--- src/rtl/aes_pkg.sv ---
// Shared AES definitions: state geometry, FSM encodings and the column-major byte index helper.
package aes_pkg;

  localparam int AES_STATE_W = 128;
  localparam int AES_NB      = 4;

  typedef enum logic [1:0] {
    IDLE  = 2'd0,
    SHIFT = 2'd1,
    DONE  = 2'd2
  } fsm_e;

  // Column-major layout: byte k sits at row k%4, column k/4.
  function automatic int byte_idx(input int r, input int c);
    return 4 * c + r;
  endfunction

endpackage

--- src/rtl/aes_row_rotr.sv ---
// One state row, rotated right by one byte position when enabled; passes the row through otherwise.
module aes_row_rotr #(
  parameter int BYTE_W = 8,
  parameter int NCOL   = 4
) (
  input  logic                   en,
  input  logic [BYTE_W*NCOL-1:0] row_in,
  output logic [BYTE_W*NCOL-1:0] row_out
);

  // Column 0 occupies the top byte, so a right rotation moves the low byte to the top.
  always_comb begin
    if (en) begin
      row_out = {row_in[BYTE_W-1:0], row_in[BYTE_W*NCOL-1:BYTE_W]};
    end else begin
      row_out = row_in;
    end
  end

endmodule

--- src/rtl/inv_shift_rows.sv ---
// AES InvShiftRows: latches a state on start, rotates rows right over three clocks, holds result with done.
module inv_shift_rows
  import aes_pkg::*;
#(
  parameter int BYTE_W = 8,
  parameter int NCOL   = 4
) (
  input  logic                   clk,
  input  logic                   rst,
  input  logic                   enableInvShiftRows,
  input  logic [0:AES_STATE_W-1] state,
  output logic [0:AES_STATE_W-1] stateOut,
  output logic                   invShiftRowsDone,
  output logic                   invShiftRowsBusy,
  output logic [1:0]             dbg_state
);

  localparam int ROW_W = BYTE_W * NCOL;

  // Handshake: enableInvShiftRows is a start request accepted on a rising edge whenever the
  // block is not busy (IDLE or DONE); requests while busy are dropped. invShiftRowsDone
  // marks stateOut valid and stays high until the next accepted start or reset.

  fsm_e                   fsm_q, fsm_d;
  logic [1:0]             step_q, step_d;
  logic [0:AES_STATE_W-1] work_q, work_d;
  logic [0:AES_STATE_W-1] out_q, out_d;
  logic                   done_q, done_d;

  logic [ROW_W-1:0]       row_in  [AES_NB];
  logic [ROW_W-1:0]       row_out [AES_NB];
  logic [AES_NB-1:0]      row_en;
  logic [0:AES_STATE_W-1] work_rot;

  always_comb begin
    for (int r = 0; r < AES_NB; r++) begin
      row_in[r] = '0;
      for (int c = 0; c < NCOL; c++) begin
        row_in[r][(NCOL-1-c)*BYTE_W +: BYTE_W] = work_q[byte_idx(r, c)*BYTE_W +: BYTE_W];
      end
      // Row r needs r rotations in total, so it drops out once step reaches its index.
      row_en[r] = (fsm_q == SHIFT) && (r > int'(step_q));
    end
  end

  for (genvar gr = 0; gr < AES_NB; gr++) begin : g_row
    aes_row_rotr #(
      .BYTE_W (BYTE_W),
      .NCOL   (NCOL)
    ) u_rotr (
      .en      (row_en[gr]),
      .row_in  (row_in[gr]),
      .row_out (row_out[gr])
    );
  end

  always_comb begin
    work_rot = '0;
    for (int r = 0; r < AES_NB; r++) begin
      for (int c = 0; c < NCOL; c++) begin
        work_rot[byte_idx(r, c)*BYTE_W +: BYTE_W] = row_out[r][(NCOL-1-c)*BYTE_W +: BYTE_W];
      end
    end
  end

  always_comb begin
    fsm_d  = fsm_q;
    step_d = step_q;
    work_d = work_q;
    out_d  = out_q;
    done_d = done_q;
    case (fsm_q)
      IDLE, DONE: begin
        if (enableInvShiftRows) begin
          work_d = state;
          step_d = 2'd0;
          done_d = 1'b0;
          fsm_d  = SHIFT;
        end
      end
      SHIFT: begin
        work_d = work_rot;
        if (step_q == 2'd2) begin
          out_d  = work_rot;
          done_d = 1'b1;
          step_d = 2'd0;
          fsm_d  = DONE;
        end else begin
          step_d = step_q + 2'd1;
        end
      end
      default: begin
        fsm_d  = IDLE;
        step_d = 2'd0;
      end
    endcase
  end

  always_ff @(posedge clk) begin
    if (rst) begin
      fsm_q  <= IDLE;
      step_q <= 2'd0;
      work_q <= '0;
      out_q  <= '0;
      done_q <= 1'b0;
    end else begin
      fsm_q  <= fsm_d;
      step_q <= step_d;
      work_q <= work_d;
      out_q  <= out_d;
      done_q <= done_d;
    end
  end

  assign stateOut         = out_q;
  assign invShiftRowsDone = done_q;
  assign invShiftRowsBusy = (fsm_q == SHIFT);
  assign dbg_state        = fsm_q;

endmodule

--- config.mk ---
export PLATFORM = sky130hd
export DESIGN_NAME = inv_shift_rows
export DESIGN_NICKNAME = d
export VERILOG_FILES = /design/src/rtl/aes_pkg.sv /design/src/rtl/aes_row_rotr.sv /design/src/rtl/inv_shift_rows.sv
export SDC_FILE = /design/constraint.sdc
export NUM_CORES = 1
export LEC_CHECK = 0
export BUFFER_PORTS_ARGS = -buffer_cell sky130_fd_sc_hd__buf_2
export CAP_MARGIN = 30
export CORE_MARGIN = 4
export CORE_UTILIZATION = 48
export CTS_CLUSTER_SIZE = 14
export DETAILED_ROUTE_END_ITERATION = 6
export PLACE_DENSITY_LB_ADDON = 0.12
export SLEW_MARGIN = 40
export SYNTH_ARGS = -nofsm -noshare
export SYNTH_HDL_FRONTEND = slang
export SYNTH_SLANG_ARGS = --single-unit
--- constraint.sdc ---
create_clock -name clk -period 1.2 [get_ports clk]
set_input_delay 0.12 -clock clk [delete_from_list [all_inputs] [get_ports clk]]
set_output_delay 0.12 -clock clk [all_outputs]
set_load 0.01 [all_outputs]
Yosys cells after proc, flatten, opt, wreduce, memory -nomap -nowiden
Cells that the tools add are included.

storage, ports and cells
  bits in registers = 261
  output and inout port bits = 132
  logic and storage cells = 41
  input bits = 131

operators by class
  add/subtract/negate cells = 1
  bitwise gates (word level) = 1
  $lt $le $gt $ge = 3
  multiplexer cells = 14
  eq/ne operators = 5
  reductions and logical operators = 11

operator list
  cell                   count
  $pmux W128 S2          1
  $mux W128              1
  $mux W32               3
  $mux W2                4
  $pmux W2 S2            2
  $reduce_and A2 Y1      3
  $reduce_and A3 Y1      2
  $eq A2 B2 Y1 const B   2
  $gt A2 B2 Y1 const A   2
  $logic_and A1 B1 Y1    3
  $add A2 B1 Y2 const B  1
  $eq A2 B1 Y1 const B   1
  $gt A1 B2 Y1 const A   1
  $logic_not A2 Y1       1
  $mux W1                2
  $ne A2 B1 Y1 const B   1
  $ne A2 B2 Y1 const B   1
  $pmux W1 S2            1
  $reduce_bool A2 Y1     1
  $reduce_or A2 Y1       1
  $not A1 Y1             1

Logic depth before layout (Yosys ltp)
Gate-level depths: netlist (run 1).

  word-level depth = 4
  depth in mapped cells = 6
  mapped depth without buffers = 4

Modules after synthesis
A second synthesis (run 1) with hierarchy kept.

unflattened totals
  cells, all modules = 1411
  area total of the unflattened synthesis = 12122.9 um^2

modules (own cells, without submodules)
  module          area each (um^2)  cells an instance  instances  seq. area each (um^2)
  inv_shift_rows  9945.8            1267               1          5225.0
  aes_row_rotr    544.3             36                 4          0.0

Least setup slack after synthesis (run 1)
OpenSTA, ideal clock, no wires.

  path kind = register -> register
  from = register fsm_q[0], in the netlist dbg_state[0]
  to = register out_q (netlist bit stateOut[24])
  slack = -202 ps
  clock period less this slack = 1402 ps
  arrival = 1332 ps
  required time = 1130 ps
  stages on the path, launching flop included = 7
  buffers on the path = 3
  library setup time = 70 ps
  path through = dfxtp_1 -> buf_2 -> and4bb_2 -> buf_2 -> buf_2 -> nand2_1 -> a21oi_1

on the way
  longest elaborated chain between the ends = 3
  elaborated cells between the ends (all ways) = 4
  those cells by class = 1 x eq/ne; 1 x mux; 2 x reduce/logical

ends and longest elaborated chain
  what                    RTL line                                    text
  start, declared         inv_shift_rows.sv:24                        fsm_e fsm_q, fsm_d;
  start signal, assigned  inv_shift_rows.sv:107                       fsm_q <= fsm_d;
  $eq A2 B1 Y1 (*)        inv_shift_rows.sv:42, inv_shift_rows.sv:72
  $logic_and A1 B1 Y1     inv_shift_rows.sv:42                        row_en[r] = (fsm_q == SHIFT) && (r > int'(step_q));
  $mux W32                aes_row_rotr.sv:13                          if (en) begin
  end signal, assigned    inv_shift_rows.sv:110                       out_q <= out_d;
  end, declared           inv_shift_rows.sv:27                        logic [0:AES_STATE_W-1] out_q, out_d;

Mark *: on every way between the ends. The rest lies on a longest branch, timed or not.
A chain may end at the register's enable or synchronous reset.

Worst setup path in the final report (run 1)
  from = register step_q[0]
  to = register out_q (netlist bit stateOut[103])

on the way
  longest elaborated chain between the ends = 2

ends and longest elaborated chain
  what                         RTL line               text
  start, declared              inv_shift_rows.sv:25   logic [1:0] step_q, step_d;
  start signal, assigned       inv_shift_rows.sv:108  step_q <= step_d;
  $eq A2 B2 Y1                 inv_shift_rows.sv:83   if (step_q == 2'd2) begin
  $reduce_and A2 Y1 (no line)  n/a

No other way between the ends.

==> flow_summary.ini, run 1 <==
[grt]
grtUsageTotal_pct = 29.3
grt_pass1_wl_mm = 59.0
grt_max_degree = 73
first_global_vias = 10895
grt_antenna_before_repair = 1
overflow = 0

[yosys]
syn_area_um2 = 10800
yosysWarnings = 0
ys_seq_area_share_pct = 48.2
ys_seq_elements = 261
synth.distinct_cells = 29
synth_area_leader_cell = dfxtp_1
syn_inst = 1256
synth.avg_cell_area_um2 = 8.62
synth_top_area_share_pct = 48.2
synth_area_leaders = dfxtp_1 48%, nand2_1 12%, mux2i_1 12%
synth.net_count = 1387

[floorplan]
die-area_um2 = 25000
fp-row-count = 54
core_area_um2 = 22000
die_w_um = 158
io_pins = 263
die_y_um = 158
initial_utilization_pct = 49.2

[critical_path]
cpMaxStageDelayCell = and4bb_4
end_kind = flip-flop
path_max_fanout = 8
cp_slowest_stage_delay_ps = 390
criticalPathCategory = flip-flop to flip-flop
cp.required_ps = 1670
critPathArrivalTime_ps = 1960
critPathBufInv = 3
cpMostUsedCell = buf_12
critPathTopFamily = simple AND/OR/NAND/NOR gates
crit_chain = and4bb_4 -> buf_12 -> buf_12 -> buf_16 -> nand2_1 -> a21oi_2
startpoint_type = flip-flop

[sta]
max_slew_margin_pct = 73.8
clock_skew_ps = 16.0
report.final.slew_viol_count = 0
fmax_mhz = 672
fin_crit_ps = 1490
timing.final.ws_setup_ps = -289
fin_crit_sh_pct = 124
hold_violations = 0
worstMarginPinSlew_ps = 393
finalSetupViolCount = 267
rsz0062_at_grt = yes

[outcome]
violations = negative setup slack
status = finished with violations

[flow_run]
cap_violations = 0

[clock_tree]
h-tree-depth = 1
cts_root_buf = clkbuf_16
clock-sinks = 261
cts_buffers = 28
insertion_delay_ps = 550
path_clk_slew_ps = 60
cts_tree = done
cts.path.max_buffers = 3

[detailed_routing]
first_pass_iters = 5
vias = 11363
ant_nets = 0
viasPerCell = 5.71
drcViolationCount = 0
first_iter_violations = 833
wl_per_cell_um = 20.6
wl_mm = 41.0

[worst_hold_path]
hold_class = primary input to flip-flop

[finish]
stdcell_area_um2 = 17800
drive_above_1_share_pct = 41.0
areaGrowthSynthToFinish_pct = 64.7
layout_commonest_cell = nand2_1
nets = 1820
layout.cells.most_common_list = 297 x nand2_1, 257 x buf_2, 256 x dfxtp_1

[place]
pre_cts_slack_ps = -211
place_area_um2 = 12800
gp_congestion = 0.801
port_buffers = 262
hpwl_mm = 20.1

[power_and_ir_drop]
leakage_nw = 7.79
peakVddDrop_uv = 1170
power_density_nw_per_um2 = 1210
-- flip-flops by register name (all words and copies together) (netlist names) --
signal,cells
stateOut,128
work_q,128
dbg_state,2
step_q,2
invShiftRowsDone,1
-- tightest hold or removal path: stages --
cell and delay, ps:
buf_2 80, mux2_2 130, o21ai_0 60, a211oi_1 160
-- synth_stat cells --
cell,count
nor2b_1,1
a2111oi_1,6
a2111oi_0,2
and4bb_2,1
a221oi_1,32
buf_1,12
clkbuf_1,53
nor3_1,9
dfxtp_1,261
o22ai_1,32
inv_1,1
mux2_2,24
a21oi_1,196
nand2b_1,4
nand3b_1,24
nand4bb_1,1
a211oi_1,24
nor2_2,1
nand2_1,352
buf_4,10
inv_2,1
mux2i_1,128
a31oi_1,1
nand2_2,1
nor2_1,12
nor3b_1,2
buf_2,39
o21ai_0,25
or3b_2,1
-- kinds of logic after synthesis --
logic type      count (synthesis)  synth area share [%]
compound gates                318                  17.1
buf+inv                       116                  4.82
flops                         261                  48.2
mux                           152                  14.3
simple gates                  409                  15.5
-- metal layers --
| metal | up-vias | part of all wire [%] | GRT usage [%] |
|---|---|---|---|
| li1 | 5272 | - | - |
| met1 | 5505 | 40 | 38.4 |
| met2 | 492 | 49 | 49.5 |
| met3 | 94 | 7.5 | 5.47 |
| met4 | 0 | 3.0 | 8.69 |
| met5 | - | 0 | 0 |
-- per-stage QoR --
stage          power (mW)  std cells  hold slack, ps  util (%)  setup TNS [ps]
3_5_place_dp         11.8       1746             366      58.2          -32800
6_report             21.6       1991            61.4      81.0          -43440
5_1_grt              22.3       1990            68.3      81.0          -57750
2_1_floorplan        11.0       1256             256         -          -10610
4_1_cts              21.0       1976            2.97      77.0          -39390
3_3_place_gp         11.8       1746             362      58.2          -26350
-- worst paths after layout --
kind | slack [ps] | depth (start not counted) | start | to
worst max-delay path | -290 | 6 | step_q[0] | stateOut[103]
worst min-delay path | 60 | 4 | state[126] | work_q[126]
worst max register to register | -290 | 6 | step_q[0] | stateOut[103]
worst min register to register | 450 | 2 | work_q[34] | stateOut[34]
-- power breakdown --
group          switching, mW  total (mW)  leakage, nW  internal [mW]
logic                   1.58        3.54         5.21           1.96
clock network           3.64        8.48        0.450           4.84
registers              0.547        9.60         2.13           9.05
total                   5.77        21.6         7.79           15.9
-- layout make-up --
cell class	count	area [um2]
timing repair buffer	517	5020
fill	1323	4190
sequential	261	5240
multi-input combinational	879	6290
tap	280	350
antenna	2	5.00
inverter	2	22.5
clock inverter	9	62.6
clock buffer	41	840
-- what timing repair did --
action | 4_1_cts | 5_1_grt
endpoints found under the hold margin | 107 | 1
hold buffers | 104 | 1
gates resized for setup | 217 | 193
endpoints found under the setup margin | 263 | 276
gates cloned | 35 | 7
pin swaps | 91 | 66
buffers inserted | 41 | 17
Power figures use the tool's default switching activity.
==> run 2: changes to the inputs <==
--- a/config.mk
+++ b/config.mk
@@ -8,7 +8,7 @@
 export BUFFER_PORTS_ARGS = -buffer_cell sky130_fd_sc_hd__buf_2
 export CAP_MARGIN = 30
 export CORE_MARGIN = 4
-export CORE_UTILIZATION = 48
+export CORE_UTILIZATION = 40
 export CTS_CLUSTER_SIZE = 14
 export DETAILED_ROUTE_END_ITERATION = 6
 export PLACE_DENSITY_LB_ADDON = 0.12
==> run 2 against run 1 <==
Net effect: the run still ends with negative setup slack left; cell count rose by 2.9%; maximum frequency decreased by 4.5%; global-route usage is 5.2 points lower; sequential power barely moved; via count shrank 1.7%; critical path type unchanged.
==> flow_summary.ini, run 2 (synthesis results as in run 1) <==
[outcome]
status = finished with violations
violations = negative setup slack

[finish]
drive_above_1_share_pct = 49.7
nets = 1826
fin_util_pct = 70.4
areaGrowthSynthToFinish_pct = 71.2
diodes = 0
layout_commonest_cell = buf_2
stdcell_area_um2 = 18500
layout.cells.most_common_list = 253 x buf_2, 228 x dfxtp_1, 205 x nand2_1

[critical_path]
startpoint_type = flip-flop
r2r-start = dbg_state[1]
critPathArrivalTime_ps = 2020
end_kind = flip-flop
criticalPathCategory = flip-flop to flip-flop
critPathBufInv = 4
path_max_fanout = 6
cp.required_ps = 1660
cp_slowest_stage_delay_ps = 360
critPathTopFamily = buffers and inverters
cpMaxStageDelayCell = and4bb_4
cp-startpoint = dbg_state[1]
crit_chain = buf_6 -> and4bb_4 -> buf_12 -> buf_12 -> clkbuf_16 -> nand2_4 -> a21oi_2
cpMostUsedCell = buf_12

[detailed_routing]
vias = 11166
wl_per_cell_um = 19.6
ant_nets = 0
viasPerCell = 5.45
drcViolationCount = 0
first_pass_iters = 7
first_iter_violations = 699
wl_mm = 40.2

[grt]
grt_pass1_wl_mm = 59.9
grt_antenna_before_repair = 0
grt_max_degree = 78
first_global_vias = 10744
overflow = 0
grtUsageTotal_pct = 24.1

[sta]
timing.final.ws_setup_ps = -359
hold_violations = 0
report.final.slew_viol_count = 0
fmax_mhz = 641
clock_skew_ps = 16.2
setup_tns_ps = -65910
fin_crit_ps = 1560
rsz0062_at_grt = yes
whs_ps = 44.8
fin_crit_sh_pct = 130
worstMarginPinSlew_ps = 481
max_slew_margin_pct = 67.9
finalSetupViolCount = 265

[floorplan]
die_w_um = 173
initial_utilization_pct = 41.1
die-area_um2 = 29800
fp-row-count = 59
die_y_um = 173
io_pins = 263
core_area_um2 = 26400

[worst_hold_path]
hold_class = primary input to flip-flop
holdCritStartpoint = state[95]

[power_and_ir_drop]
total_power_mw = 21.6
peakVddDrop_uv = 811
power_density_nw_per_um2 = 1160
leakage_nw = 8.56

[clock_tree]
h-tree-depth = 1
cts_root_buf = clkbuf_16
path_clk_slew_ps = 60
clock-sinks = 261
insertion_delay_ps = 550
cts_buffers = 29
cts.path.max_buffers = 3
cts_tree = done

[place]
place_area_um2 = 12900
port_buffers = 262
hpwl_mm = 21.0
gp_congestion = 0.759

[flow_run]
cap_violations = 0
## run 2: area by class of cell
class,instances,area (um2)
fill,1948,7810
multi-input combinational,879,6910
sequential,261,5290
timing repair buffer,522,4990
clock buffer,43,838
tap,335,419
clock inverter,6,83.8
inverter,2,10.0
## run 2: metrics by stage
stage / setup WS, ps / cells
floorplan: -75.6 / 1256
global placement: -111 / 1810
detailed placement: -136 / 1810
CTS: -357 / 2048
global route: -400 / 2048
finish: -359 / 2048
## run 2: worst paths after layout
path	endpoint	cells past startpoint	slack, ps
setup reg to reg	stateOut[5]	7	-360
hold / removal	work_q[95]	4	40
hold reg to reg	stateOut[7]	2	440
setup / recovery	stateOut[5]	7	-360
## run 2: worst min-delay path: cells and delay by family
kind / cells / cell delay (ps)
buf+inv: 1 / 70
mux: 1 / 130
compound gates: 2 / 210
## run 2: routing by layer
layer / share of wire [%] / GRT usage (%)
met4: 2.5 / 6.69
met2: 48 / 39.4
met5: 0 / 0
met1: 44 / 32.5
met3: 5.9 / 5.15
## run 2: timing repair
| action | in CTS | in global routing |
|---|---|---|
| resized for setup | 194 | 436 |
| pin swaps | 77 | 226 |
| endpoints found under the setup margin | 267 | 292 |
| cloned | 37 | 5 |
| endpoints found under the hold margin | 113 | 0 |
| hold buffers | 105 | 0 |
| buffers inserted | 48 | 12 |
## run 2: power breakdown
group / internal (mW) / total [mW] / switching (mW)
registers: 9.05 / 9.62 / 0.574
clock network: 5.21 / 8.74 / 3.53
logic: 1.75 / 3.24 / 1.49
==> run 3: changes to the inputs <==
--- a/config.mk
+++ b/config.mk
@@ -7,8 +7,10 @@
 export LEC_CHECK = 0
 export BUFFER_PORTS_ARGS = -buffer_cell sky130_fd_sc_hd__buf_2
 export CAP_MARGIN = 30
+export CELL_PAD_IN_SITES_DETAIL_PLACEMENT = 1
+export CELL_PAD_IN_SITES_GLOBAL_PLACEMENT = 1
 export CORE_MARGIN = 4
-export CORE_UTILIZATION = 40
+export CORE_UTILIZATION = 36
 export CTS_CLUSTER_SIZE = 14
 export DETAILED_ROUTE_END_ITERATION = 6
 export PLACE_DENSITY_LB_ADDON = 0.12
==> run 3 against run 2 <==
Net effect: the flow still finishes with violations (negative setup slack); via count up 2.3%; sequential share of layout area up 0.18 points; register-to-register slack worse by 30 ps; hold slack worse by 3.9 ps; first-iteration DRC count down 12%; die area up 11%; clock skew down 10 ps; critical path depth unchanged; core utilization down 8.8 points; sequential power about the same; worst setup slack worse by 34 ps; critical endpoint is now stateOut[10]; largest power group unchanged.
==> flow_summary.ini, run 3 (synthesis results as in run 1) <==
[outcome]
status = finished with violations
violations = negative setup slack

[clock_tree]
clock-sinks = 261
cts.path.max_buffers = 3
cts_root_buf = clkbuf_16
cts_buffers = 30
insertion_delay_ps = 550
h-tree-depth = 1
cts_tree = done
path_clk_slew_ps = 60

[floorplan]
die_y_um = 181
fp-row-count = 63
die_w_um = 181
io_pins = 263
die-area_um2 = 32900
initial_utilization_pct = 36.5
core_area_um2 = 29600

[flow_run]
cap_violations = 0

[detailed_routing]
viasPerCell = 5.37
drcViolationCount = 0
ant_nets = 0
first_iter_violations = 613
first_pass_iters = 4
vias = 11421
wl_per_cell_um = 21.8
wl_mm = 46.3

[sta]
rsz0062_at_grt = yes
max_slew_margin_pct = 72.2
fin_crit_ps = 1590
clock_skew_ps = 5.71
fmax_mhz = 628
finalSetupViolCount = 268
fin_crit_sh_pct = 133
timing.final.ws_setup_ps = -393
worstMarginPinSlew_ps = 418
hold_violations = 0
report.final.slew_viol_count = 0

[grt]
grtUsageTotal_pct = 25.3
grt_antenna_before_repair = 1
first_global_vias = 12075
grt_max_degree = 65
overflow = 0
grt_pass1_wl_mm = 68.1

[critical_path]
end_kind = flip-flop
path_max_fanout = 7
crit_chain = buf_6 -> and4bb_4 -> buf_12 -> buf_12 -> buf_16 -> nand2_2 -> a21oi_1
cpMaxStageDelayCell = and4bb_4
cp_slowest_stage_delay_ps = 450
critPathBufInv = 4
cpMostUsedCell = buf_12
cp.required_ps = 1680
critPathArrivalTime_ps = 2070
criticalPathCategory = flip-flop to flip-flop
r2r_slack_ps = -390
critPathTopFamily = buffers and inverters
startpoint_type = flip-flop

[power_and_ir_drop]
power_density_nw_per_um2 = 1210
peakVddDrop_uv = 1030
leakage_nw = 8.24
total_power_mw = 22.0

[finish]
fin_util_pct = 61.6
stdcell_area_um2 = 18300
drive_above_1_share_pct = 44.0
nets = 1848
areaGrowthSynthToFinish_pct = 68.6
layout.cells.most_common_list = 267 x nand2_1, 258 x buf_2, 257 x dfxtp_1
layout_commonest_cell = nand2_1

[worst_hold_path]
hold_class = primary input to flip-flop

[place]
place_area_um2 = 13300
hpwl_mm = 24.2
port_buffers = 262
gp_congestion = 0.765
## run 3: cell type report
type                            count  area, um2
Antenna cell                        2       5.00
Clock buffer                       46        892
Clock inverter                      4       25.0
Fill cell                        3238      11400
Inverter                            2       13.8
Multi-Input combinational cell    879       6410
Sequential cell                   261       5240
Tap cell                          390        488
Timing Repair Buffer              543       5190
## run 3: layer usage
| metal | vias to the layer above | wire length, um | track usage (%) |
|---|---|---|---|
| met2 | 317 | 23500 | 45.6 |
| li1 | 5332 | - | - |
| met1 | 5693 | 19500 | 31.8 |
| met5 | - | 0 | 0 |
| met4 | 0 | 1190 | 5.58 |
| met3 | 79 | 2140 | 3.91 |
## run 3: report_power, final
part	switching, mW	leakage [nW]	internal (mW)
Combinational	1.67	5.67	2.03
Clock	3.64	0.444	5.05
Sequential	0.580	2.13	9.06
## run 3: final timing paths
| path | startpoint | to | cells past startpoint |
|---|---|---|---|
| worst max register to register | dbg_state[1] | stateOut[10] | 7 |
| worst min-delay path | state[122] | work_q[122] | 4 |
| worst max-delay path | dbg_state[1] | stateOut[10] | 7 |
| worst min register to register | work_q[35] | stateOut[35] | 2 |
## run 3: tightest hold or removal path, cell delays in order
cell,delay [ps]
buf_2,80
mux2_2,140
o21ai_1,60
a211oi_2,140
## run 3: per-stage QoR
step	hold slack [ps]	cells	TNS (ps)	worst slack (ps)
global route	45.5	2126	-83860	-453
global placement	366	1878	-33230	-188
detailed placement	369	1878	-43430	-273
CTS	22.8	2105	-59450	-337
floorplan	256	1256	-10610	-75.6
finish	40.9	2127	-71710	-393
## run 3: timing repair
item                       in CTS  in global routing
hold buffers                  105                  0
hold endpoints to repair      115                  0
gates resized for setup       149                305
buffers inserted               42                 31
gates cloned                   32                  8
setup endpoints to repair     272                303
pin swaps                      49                111
